===== config.mk =====
export PLATFORM = sky130hd
export DESIGN_NAME = instr_fetch_unit
export DESIGN_NICKNAME = d
export VERILOG_FILES = /design/src/rtl/fetch_pkg.sv /design/src/rtl/fetch_timeout_counter.sv /design/src/rtl/instr_fetch_unit.sv
export SDC_FILE = /design/constraint.sdc
export NUM_CORES = 1
export LEC_CHECK = 0
export CORE_MARGIN = 2
export CORE_UTILIZATION = 45
export CTS_BUF_LIST = sky130_fd_sc_hd__clkbuf_4 sky130_fd_sc_hd__clkbuf_8
export DETAILED_ROUTE_END_ITERATION = 8
export PLACE_DENSITY = 0.78
export SYNTH_ARGS = -nofsm -noshare
export SYNTH_HDL_FRONTEND = slang
export SYNTH_HIERARCHICAL = 1
export SYNTH_SLANG_ARGS = --single-unit

===== constraint.sdc =====
create_clock -name clk -period 4.18 [get_ports clk]
set_clock_uncertainty 0.1 [all_clocks]
set_input_delay 0.836 -clock clk [delete_from_list [all_inputs] [get_ports clk]]
set_output_delay 0.836 -clock clk [all_outputs]
set_load 0.02 [all_outputs]

===== src/rtl/fetch_pkg.sv =====
// Shared definitions for the instruction fetch stage: FSM encoding,
// instruction size and PC alignment constants.
package fetch_pkg;

    typedef enum logic [1:0] {
        FS_IDLE  = 2'd0,
        FS_WAIT  = 2'd1,
        FS_FAULT = 2'd2
    } fetch_state_e;

    localparam int INSTR_BYTES = 4;

    // Low address bits that must be zero in any fetch address.
    localparam logic [1:0] ALIGN_MASK = 2'b11;

    // MAX_WAIT may be as large as 255, so eight bits hold any wait count.
    localparam int WAIT_CNT_W = 8;

endpackage


===== src/rtl/fetch_timeout_counter.sv =====
// Counts WAIT cycles without an ack. expired_o is high on the cycle whose
// missing ack would bring the count to MAX_WAIT.
module fetch_timeout_counter
    import fetch_pkg::*;
#(
    parameter int MAX_WAIT = 15
) (
    input  logic clk,
    input  logic reset,
    input  logic clear_i,
    input  logic enable_i,
    output logic expired_o
);

    localparam logic [WAIT_CNT_W-1:0] LAST_CNT = WAIT_CNT_W'(MAX_WAIT - 1);

    logic [WAIT_CNT_W-1:0] wait_cnt_q;

    always_ff @(posedge clk) begin
        if (reset || clear_i) begin
            wait_cnt_q <= '0;
        end else if (enable_i) begin
            wait_cnt_q <= wait_cnt_q + WAIT_CNT_W'(1);
        end
    end

    assign expired_o = enable_i && (wait_cnt_q == LAST_CNT);

endmodule


===== src/rtl/instr_fetch_unit.sv =====
// Front-end fetch stage: owns the PC, issues one memory read at a time over
// req/ack, feeds the instruction register and handles redirects and timeouts.
module instr_fetch_unit
    import fetch_pkg::*;
#(
    parameter int              ADDR_W   = 32,
    parameter logic [ADDR_W-1:0] RESET_PC = '0,
    parameter int              MAX_WAIT = 15
) (
    input  logic              clk,
    input  logic              reset,
    input  logic              fetch_en,
    input  logic              redirect_valid,
    input  logic [ADDR_W-1:0] redirect_pc,
    output logic              mem_req,
    output logic [ADDR_W-1:0] mem_addr,
    input  logic              mem_ack,
    input  logic [31:0]       mem_rdata,
    output logic [31:0]       instr_out,
    output logic              load_en,
    output logic [ADDR_W-1:0] pc_out,
    output logic              fetch_busy,
    output logic              fetch_fault
);

    fetch_state_e      state_q;
    logic [ADDR_W-1:0] pc_q;
    logic              redirect_pending_q;
    logic [ADDR_W-1:0] redirect_target_q;

    logic [ADDR_W-1:0] redirect_aligned;
    logic              timeout_clear;
    logic              timeout_enable;
    logic              timeout_expired;

    assign redirect_aligned = redirect_pc & ~ADDR_W'(ALIGN_MASK);
    assign timeout_clear    = (state_q != FS_WAIT);
    assign timeout_enable   = (state_q == FS_WAIT) && !mem_ack;

    fetch_timeout_counter #(
        .MAX_WAIT (MAX_WAIT)
    ) u_timeout (
        .clk       (clk),
        .reset     (reset),
        .clear_i   (timeout_clear),
        .enable_i  (timeout_enable),
        .expired_o (timeout_expired)
    );

    // NOTE: reset is synchronous and every state update is non-blocking, so all
    // outputs change together on the edge; load_en defaults low to form a pulse.
    always_ff @(posedge clk) begin
        if (reset) begin
            state_q            <= FS_IDLE;
            pc_q               <= RESET_PC;
            redirect_pending_q <= 1'b0;
            redirect_target_q  <= '0;
            mem_req            <= 1'b0;
            mem_addr           <= RESET_PC;
            instr_out          <= '0;
            pc_out             <= '0;
            load_en            <= 1'b0;
            fetch_busy         <= 1'b0;
            fetch_fault        <= 1'b0;
        end else begin
            load_en <= 1'b0;
            case (state_q)
                FS_IDLE: begin
                    if (redirect_valid) begin
                        pc_q <= redirect_aligned;
                    end else if (fetch_en) begin
                        mem_req    <= 1'b1;
                        mem_addr   <= pc_q;
                        fetch_busy <= 1'b1;
                        state_q    <= FS_WAIT;
                    end
                end
                FS_WAIT: begin
                    if (mem_ack) begin
                        mem_req            <= 1'b0;
                        fetch_busy         <= 1'b0;
                        redirect_pending_q <= 1'b0;
                        state_q            <= FS_IDLE;
                        // A redirect seen during the request makes its data stale.
                        if (redirect_valid) begin
                            pc_q <= redirect_aligned;
                        end else if (redirect_pending_q) begin
                            pc_q <= redirect_target_q;
                        end else begin
                            instr_out <= mem_rdata;
                            pc_out    <= mem_addr;
                            load_en   <= 1'b1;
                            pc_q      <= pc_q + ADDR_W'(INSTR_BYTES);
                        end
                    end else begin
                        if (redirect_valid) begin
                            redirect_pending_q <= 1'b1;
                            redirect_target_q  <= redirect_aligned;
                        end
                        if (timeout_expired) begin
                            mem_req     <= 1'b0;
                            fetch_busy  <= 1'b0;
                            fetch_fault <= 1'b1;
                            state_q     <= FS_FAULT;
                        end
                    end
                end
                FS_FAULT: begin
                end
                default: begin
                    mem_req    <= 1'b0;
                    fetch_busy <= 1'b0;
                    state_q    <= FS_IDLE;
                end
            endcase
        end
    end

endmodule


==> results.yml, run 1 <==
status:
  status: "finished clean"
yosys:
  syn-instance-count: 937
  yosysTopAreaCell: "dfxtp_1"
  synth_ff_type: "dfxtp_1"
  synth_area_leaders: "dfxtp_1 47%, nand2_1 16%, a21oi_1 12%"
  synthAdderAreaFrac_pct: 0.530
  synth-compound-area-share_pct: 18.6
  yosysSeqAreaShare_pct: 46.6
  synth.distinct_cells: 55
  syn_avg_cell_area_sq_um: 7.56
  synth_top_family_by_area: "simple AND/OR/NAND/NOR gates"
  synth_mux_area_share_pct: 1.02
  yosys.area_share.simple_pct: 25.9
  syn_area_sq_um: 7090
  ys_async_sr_fraction_pct: 0
  synth-seq-cells: 165
  synth_xor_area_share_pct: 1.85
  yosys_warnings: 6
  netlist.area_leader.share_pct: 46.6
  synth_edf_count: 0
detailed_routing:
  routed_wl_um: 18700
  firstDrtPassIters: 5
  num_vias: 6785
  route.detailed.drc: 0
  wl_per_cell_um: 14.6
  vias_per_cell: 5.30
  ant_nets: 0
  drtIter0Drc: 607
worst_setup_path:
  cp.arrival_ps: 3140
  crit_path_end_kind: "register"
  path_class: "input port to register"
  r2r_start: "pc_q[11]"
  r2r-end: "pc_q[30]"
  required_ps: 4450
  r2r_setup_slack_ps: 1550
  reg2reg_depth: 5
  startpoint_type: "input port"
  critPathMaxFanout: 36
floorplan:
  start_util_pct: 46.3
  core_sq_um: 15300
  rows: 45
  dieArea_sq_um: 16800
  die_h_um: 129
  ios: 169
  dieWidth_um: 129
pwr:
  combinationalPowerShare_pct: 9.5
  p_int_mw: 2.48
  pwr-share-seq_pct: 49.8
  p_switching_mw: 0.861
  p_clk_share_pct: 40.8
  power.total_mw: 3.34
  peakVddDrop_uv: 212
  p_sw_share_pct: 25.8
  power.density_nw_per_um2: 362
  p_leak_nw: 3.05
worst_hold_path:
  min_from: "redirect_target_q[26]"
  hp-class: "register to register"
  holdPathEnd: "redirect_target_q[26]"
  holdPathStages: 2
clock_tree:
  clk_latency_ps: 460
  cts_buffer_depth: 2
  path_clk_slew_ps: 90
  cts_hold_buf: 0
  cts-buffers-inserted: 17
  cts_tree: "yes"
  htree_num_levels: 4
  post_cts_buffers: 0
  cts.repair.resized: 0
  root_buffer: "clkbuf_8"
  cts_sinks: 165
timing:
  period_needed_ps: 2880
  tightestPinTransition_ps: 1150
  fmax_ghz: 0.347
  rsz0062_at_grt: "false"
  slew_viol_final: 0
  hold_ws_ps: 354
  finalCritPeriodShare_pct: 68.9
  fin_setup_tns_ps: 0
  setup_violations: 0
  relSlewSlack_pct: 22.5
  layout_setup_ws_ps: 1300
  final-hold-violation-count: 0
place:
  place_congestion: 0.826
  dpl_worst_slack_ps: 830
  port-buffer-count: 162
  detailed_place_hpwl_um: 12000
global_route:
  track_usage_pct: 22.2
  grt_pass1_wl_um: 30000
  antenna_found_initial: 0
  overflow: 0
  grt_max_degree: 91
  grt_pass1_vias: 6037
cells_and_area:
  n_fill_cell: 1448
  final_nets: 1128
  multi_input_area_sq_um: 3420
  final-seq-area_sq_um: 3300
  drive_gt1_share_pct: 5.80
  area_growth_syn_to_layout_pct: 30.3
  antenna_cells: 0
job:
  drv_cap: 0
## cell usage in the layout (no fill, tap or decap), types with 4 or more instances in the layout
cell,synthesis,layout
a211oi_1,10,10
a21oi_1,167,167
a31oi_1,7,7
buf_4,6,9
bufinv_16,0,5
clkbuf_8,0,17
clkdlybuf4s50_1,0,161
conb_1,1,4
dfxtp_1,165,165
inv_1,13,13
inv_6,0,5
mux2i_1,5,5
nand2_1,294,293
nand3_1,24,24
nand4_1,15,15
nor2_1,34,34
nor3_1,12,12
o211ai_1,6,6
o21ai_0,24,24
or3_1,9,9
xnor2_1,7,7
xor2_1,8,8
## cells in the mapped netlist, types with 2 or more instances
library cell,n
a211oi_1,10
a21o_1,3
a21oi_1,167
a221oi_1,3
a311oi_1,2
a31o_2,3
a31oi_1,7
and2_1,2
and3_1,3
and4_1,2
buf_2,19
buf_4,6
clkbuf_1,47
clkbuf_2,2
dfxtp_1,165
ha_1,3
inv_1,13
mux2_2,2
mux2i_1,5
nand2_1,294
nand2b_1,3
nand3_1,24
nand4_1,15
nand4_2,2
nand4b_1,3
nor2_1,34
nor2_2,2
nor3_1,12
nor4_1,3
nor4b_1,3
o211ai_1,6
o21ai_0,24
o221a_2,2
o31ai_1,3
or2_2,2
or3_1,9
xnor2_1,7
xor2_1,8
## flip-flops by register name, indices dropped and copies added, names as in the netlist
signal,count
fetch_fault,1
state_q,2
pc_q,30
redirect_pending_q,1
pc_out,30
mem_addr,30
instr_out,32
load_en,1
redirect_target_q,30
u_timeout/wait_cnt_q,8
## cells by family (layout without fill, tap and decap cells)
| kind of cell | count (synthesis) | after routing |
|---|---|---|
| XOR/XNOR | 15 | 15 |
| AND/OR/NAND/NOR | 421 | 421 |
| multiplexers | 7 | 7 |
| AO/OA/AOI/OAI | 237 | 237 |
| flip-flops | 165 | 165 |
| other | 1 | 4 |
| adder cells (fa/ha/maj) | 3 | 3 |
| buffers and inverters | 88 | 217 |
## layer usage
layer,vias to the layer above,share of wire [%],track usage (%)
li1,3404,-,-
met1,3101,46,30.5
met2,257,44,34.3
met3,23,7.7,5.00
met4,0,1.7,8.16
met5,-,0,0
## worst max-delay path, stage by stage
cell and delay, ps:
clkdlybuf4s50_1 650, or3b_2 890, a21oi_1 300, nand2_1 80, a2bb2oi_1 130, o221a_2 240
## layout make-up
class | count | share of cell area [%]
inverters | 13 | 0.529
well taps | 211 | 2.86
clock buffers | 17 | 2.53
multi-input cells | 687 | 37.1
clock inverters | 15 | 2.60
repair buffers | 172 | 18.6
flip-flops and latches | 165 | 35.8
## power groups by stage
stage                     Sequential [mW]  Clock [mW]  Combinational, mW
after global routing                 1.67        1.45              0.347
after global placement               1.70           0              0.312
after floorplan                      1.70           0              0.173
after CTS                            1.66        1.39              0.316
final                                1.66        1.36              0.317
after detailed placement             1.70           0              0.314
## stage by stage
step                cells  util (%)  instance area (sq um)
floorplan             940         -                   7100
global placement     1248      57.2                   8760
detailed placement   1248      57.2                   8760
finish               1280      60.3                   9230
global route         1280      60.3                   9230
CTS                  1280      60.3                   9230
## worst max-delay path by stage
stage                              start       end  slack [ps]  cells after the start
final                     redirect_valid  pc_q[26]        1300                      6
after CTS                 redirect_valid  pc_q[26]        1340                      6
after detailed placement  redirect_valid  pc_q[26]         830                      6
after floorplan           redirect_valid  pc_q[24]        1910                      5
after global placement    redirect_valid  pc_q[26]         880                      6
after global routing      redirect_valid  pc_q[26]        1160                      6
No activity file was read; power rests on OpenSTA's default activity.
==> run 2: changes to the inputs <==
==> constraint.sdc (replaced) <==
create_clock -name clk -period 2.75 [get_ports clk]
set_clock_uncertainty 0.1 [all_clocks]
set_input_delay 0.55 -clock clk [delete_from_list [all_inputs] [get_ports clk]]
set_output_delay 0.55 -clock clk [all_outputs]
set_load 0.02 [all_outputs]
==> run 2 against run 1 <==
Compared with the run above: sequential power rose by 52%; setup slack worse by 910 ps; cell count increased by 1.6%; highest routed layer unchanged; sequential share of layout area fell by 0.71 points; critical endpoint is now mem_req; first-iteration DRC count decreased by 14%.
==> results.yml, run 2 (same netlist as run 1, synthesis figures left out) <==
status:
  status: "finished clean"
global_route:
  track_usage_pct: 22.2
  grt_max_degree: 105
  overflow: 0
  grt_pass1_wl_um: 30000
  antenna_found_initial: 0
  grt_pass1_vias: 5967
clock_tree:
  root_buffer: "clkbuf_8"
  cts_sinks: 165
  path_clk_slew_ps: 90
  cts_tree: "yes"
  post_cts_buffers: 0
  htree_num_levels: 4
  cts_buffer_depth: 2
  cts-buffers-inserted: 17
  cts_hold_buf: 0
  clk_latency_ps: 480
  cts.repair.resized: 0
place:
  detailed_place_hpwl_um: 12300
  place_congestion: 0.846
  placed_area_sq_um: 8960
  port-buffer-count: 162
  placed_cells: 1268
detailed_routing:
  firstDrtPassIters: 5
  routed_wl_um: 18800
  wl_per_cell_um: 14.5
  ant_nets: 0
  route.detailed.drc: 0
  drtIter0Drc: 522
  num_vias: 6808
  vias_per_cell: 5.24
timing:
  rsz0062_at_grt: "false"
  fin_setup_tns_ps: 0
  setup_violations: 0
  fmax_ghz: 0.423
  relSlewSlack_pct: 58.6
  period_needed_ps: 2360
  tightestPinTransition_ps: 620
  finalCritPeriodShare_pct: 85.9
  final-hold-violation-count: 0
  slew_viol_final: 0
worst_setup_path:
  critical_path.top_delay_family: "buffers and inverters"
  crit_buf_inv: 1
  startpoint_type: "register"
  path_class: "register to output pin"
  crit_path_end_kind: "output pin"
  cp.arrival_ps: 1710
  critPathMaxFanout: 11
  cp_slowest_cell: "clkdlybuf4s50_1"
  crit_chain: "clkdlybuf4s50_1"
  required_ps: 2100
  cpPeakStageDelay_ps: 680
cells_and_area:
  final_nets: 1148
  largest_register_ffs: 32
  top_register: "instr_out"
  layout.cells.most_common: "nand2_1"
  final_area_sq_um: 9420
  final_cell_mix: "293 x nand2_1, 167 x a21oi_1, 165 x dfxtp_1"
  area_growth_syn_to_layout_pct: 32.9
  n_fill_cell: 1384
  antenna_cells: 0
  drive_gt1_share_pct: 7.53
  fin_cells: 1300
pwr:
  p_sw_share_pct: 24.8
  power.density_nw_per_um2: 537
  peakVddDrop_uv: 335
  power.total_mw: 5.05
  combinationalPowerShare_pct: 10.1
  p_int_mw: 3.80
  p_clk_share_pct: 39.9
  pwr-share-seq_pct: 50.0
  p_leak_nw: 3.17
  p_switching_mw: 1.25
job:
  drv_cap: 0
floorplan:
  core_sq_um: 15300
  rows: 45
  dieArea_sq_um: 16800
  die_h_um: 129
  start_util_pct: 46.3
  ios: 169
  dieWidth_um: 129
worst_hold_path:
  hp-class: "register to register"
==> run 2: cell types whose count changed in the layout (fill, tap and decap cells not counted), sizes merged <==
cell,previous run,this run
clkinv,1,8
clkbuf,17,19
buf,11,31
inv,20,13
clkinvlp,2,0
==> run 2: layout make-up <==
class	instances	area, sq um	share of cell area [%]
Multi-Input combinational cell	687	3420	36.3
Clock inverter	13	205	2.18
Sequential cell	165	3300	35.1
Timing Repair Buffer	192	1920	20.4
Inverter	13	48.8	0.518
Clock buffer	19	255	2.71
Tap cell	211	264	2.80
==> run 2: stage by stage <==
| stage | hold slack, ps | setup slack (ps) | util (%) |
|---|---|---|---|
| global placement | 336 | 151 | 58.5 |
| finish | 354 | 387 | 61.5 |
| CTS | 355 | 381 | 61.5 |
| floorplan | 331 | 610 | - |
| global route | 370 | 272 | 61.5 |
| detailed placement | 343 | 105 | 58.5 |
==> run 2: per-layer routing <==
layer,track usage [%],vias to the layer above,routed length [um]
met2,33.9,237,8340
met4,8.41,0,259
met1,30.6,3103,8770
li1,-,3448,-
met5,0,-,0
met3,5.45,20,1430
==> run 2: final timing paths <==
| path | startpoint | endpoint | slack (ps) | depth (start not counted) |
|---|---|---|---|---|
| min reg2reg | instr_out[10] | instr_out[10] | 350 | 2 |
| max reg2reg | state_q[0] | u_timeout/wait_cnt_q[5] | 490 | 8 |
| min | instr_out[10] | instr_out[10] | 350 | 2 |
| max | state_q[0] | mem_req | 390 | 1 |
==> run 2: power by group through the flow <==
stage                     logic [mW]  registers (mW)  clock network, mW
after global placement         0.502            2.58                  0
after detailed placement       0.506            2.58                  0
final                          0.511            2.52               2.02
after floorplan                0.262            2.58                  0
after global routing           0.561            2.54               2.15
after CTS                      0.510            2.52               2.04
==> run 2: tightest hold or removal path: stages (launching register included) <==
cell and delay [ps]:
dfxtp_1 310, nand2_1 50, a21oi_1 50
==> run 3: changes to the inputs <==
--- a/config.mk
+++ b/config.mk
@@ -8,6 +8,7 @@
 export CORE_MARGIN = 2
 export CORE_UTILIZATION = 45
 export CTS_BUF_LIST = sky130_fd_sc_hd__clkbuf_4 sky130_fd_sc_hd__clkbuf_8
+export CTS_CLUSTER_DIAMETER = 40
 export DETAILED_ROUTE_END_ITERATION = 8
 export PLACE_DENSITY = 0.78
 export SYNTH_ARGS = -nofsm -noshare
==> constraint.sdc (replaced) <==
create_clock -name clk -period 2.4 [get_ports clk]
set_clock_uncertainty 0.1 [all_clocks]
set_input_delay 0.48 -clock clk [delete_from_list [all_inputs] [get_ports clk]]
set_output_delay 0.48 -clock clk [all_outputs]
set_load 0.02 [all_outputs]
==> run 3 against run 2 <==
Compared with the run above: sequential share of layout area is 0.48 points lower; register-to-register slack worse by 260 ps; critical path depth is 5 higher; sequential power is 15% higher; global-route usage is 0.21 points higher; utilization is 0.88 points higher; cell count is 1.4% higher; highest routed layer unchanged; via count is 1.4% higher; clock power is 13% higher; die area stayed put; non-clock buffer count is 18 higher.
==> results.yml, run 3 (same netlist as run 1, synthesis figures left out) <==
status:
  status: "finished clean"
detailed_routing:
  ant_nets: 0
  wl_per_cell_um: 14.4
  firstDrtPassIters: 5
  drtIter0Drc: 513
  route.detailed.drc: 0
  vias_per_cell: 5.24
  num_vias: 6905
  routed_wl_um: 19000
cells_and_area:
  drive_gt1_share_pct: 9.12
  layout.cells.most_common: "nand2_1"
  antenna_cells: 0
  final_nets: 1166
  area_growth_syn_to_layout_pct: 34.8
  multi_input_area_sq_um: 3420
  final_cell_mix: "293 x nand2_1, 167 x a21oi_1, 164 x dfxtp_1"
  final_area_sq_um: 9550
  n_fill_cell: 1397
  largest_register_ffs: 32
  final-seq-area_sq_um: 3300
  top_register: "instr_out"
timing:
  rsz0062_at_grt: "false"
  period_needed_ps: 2170
  final-hold-violation-count: 0
  relSlewSlack_pct: 57.8
  setup_violations: 0
  layout_setup_ws_ps: 235
  fmax_ghz: 0.462
  slew_viol_final: 0
  tightestPinTransition_ps: 632
  finalCritPeriodShare_pct: 90.2
clock_tree:
  cts_tree: "yes"
  root_buffer: "clkbuf_8"
  cts.repair.resized: 0
  cts_hold_buf: 0
  cts-buffers-inserted: 17
  cts_buffer_depth: 2
  path_clk_slew_ps: 90
  htree_num_levels: 4
  clk_latency_ps: 480
  cts_sinks: 165
  post_cts_buffers: 0
worst_setup_path:
  cp.arrival_ps: 2470
  required_ps: 2710
  startpoint_type: "register"
  reg2reg_depth: 6
  critPathMaxFanout: 7
  crit_path_end_kind: "register"
  path_class: "register to register"
floorplan:
  ios: 169
  start_util_pct: 46.3
  core_sq_um: 15300
  dieArea_sq_um: 16800
  die_h_um: 129
  rows: 45
  dieWidth_um: 129
pwr:
  peakVddDrop_uv: 454
  combinationalPowerShare_pct: 10.6
  p_switching_mw: 1.48
  p_sw_share_pct: 25.5
  pwr-share-seq_pct: 49.8
  p_leak_nw: 3.25
  p_clk_share_pct: 39.6
  power.density_nw_per_um2: 606
  p_int_mw: 4.32
global_route:
  antenna_found_initial: 0
  grt_pass1_wl_um: 30400
  grt_max_degree: 77
  track_usage_pct: 22.4
  overflow: 0
  grt_pass1_vias: 6150
place:
  dpl_worst_slack_ps: -213
  port-buffer-count: 162
  detailed_place_hpwl_um: 13100
  place_congestion: 0.869
  placed_area_sq_um: 9090
worst_hold_path:
  holdPathStages: 2
  hp-class: "input port to register"
job:
  drv_cap: 0
run 3: worst paths after layout:
path,slack (ps),endpoint,startpoint
min,260,fetch_fault,reset
max reg2reg,230,pc_q[30],pc_q[3]
max,230,pc_q[30],pc_q[3]
min reg2reg,350,redirect_target_q[9],redirect_target_q[9]
run 3: layer usage:
metal,part of all wire (%),global-route usage (%),wire length [um]
met5,0,0,0
met4,1.2,5.82,229
met3,7.7,5.99,1460
met2,45,35.5,8560
met1,46,30.6,8730
run 3: per-stage QoR:
stage                     hold slack [ps]  instances  util [%]  setup TNS, ps  power (mW)
final                                 264       1318      62.4              0        5.79
after global routing                  267       1318      62.4              0        6.01
after CTS                             252       1318      62.4              0        5.83
after detailed placement              342       1286      59.4         -10240        3.56
after global placement                337       1286      59.4          -7560        3.55
after floorplan                       331        940         -              0        3.26
run 3: power groups by stage:
stage          registers (mW)  clock network (mW)  logic (mW)
2_1_floorplan            2.96                   0       0.300
5_1_grt                  2.90                2.44       0.669
6_report                 2.89                2.29       0.614
4_1_cts                  2.89                2.33       0.611
3_3_place_gp             2.95                   0       0.603
3_5_place_dp             2.95                   0       0.607
run 3: area by class of cell:
class | instances | share of cell area, %
clock buffers | 20 | 2.82
clock inverters | 12 | 1.99
inverters | 13 | 0.511
multi-input cells | 687 | 35.8
flip-flops and latches | 165 | 34.6
well taps | 211 | 2.76
repair buffers | 210 | 21.5
run 3: worst max-delay path, stage by stage, from the launching register on:
cell	delay (ps)
dfxtp_1	420
ha_1	210
nand3_1	190
nor2_2	400
nand4_1	160
or4_1	440
a31oi_1	180
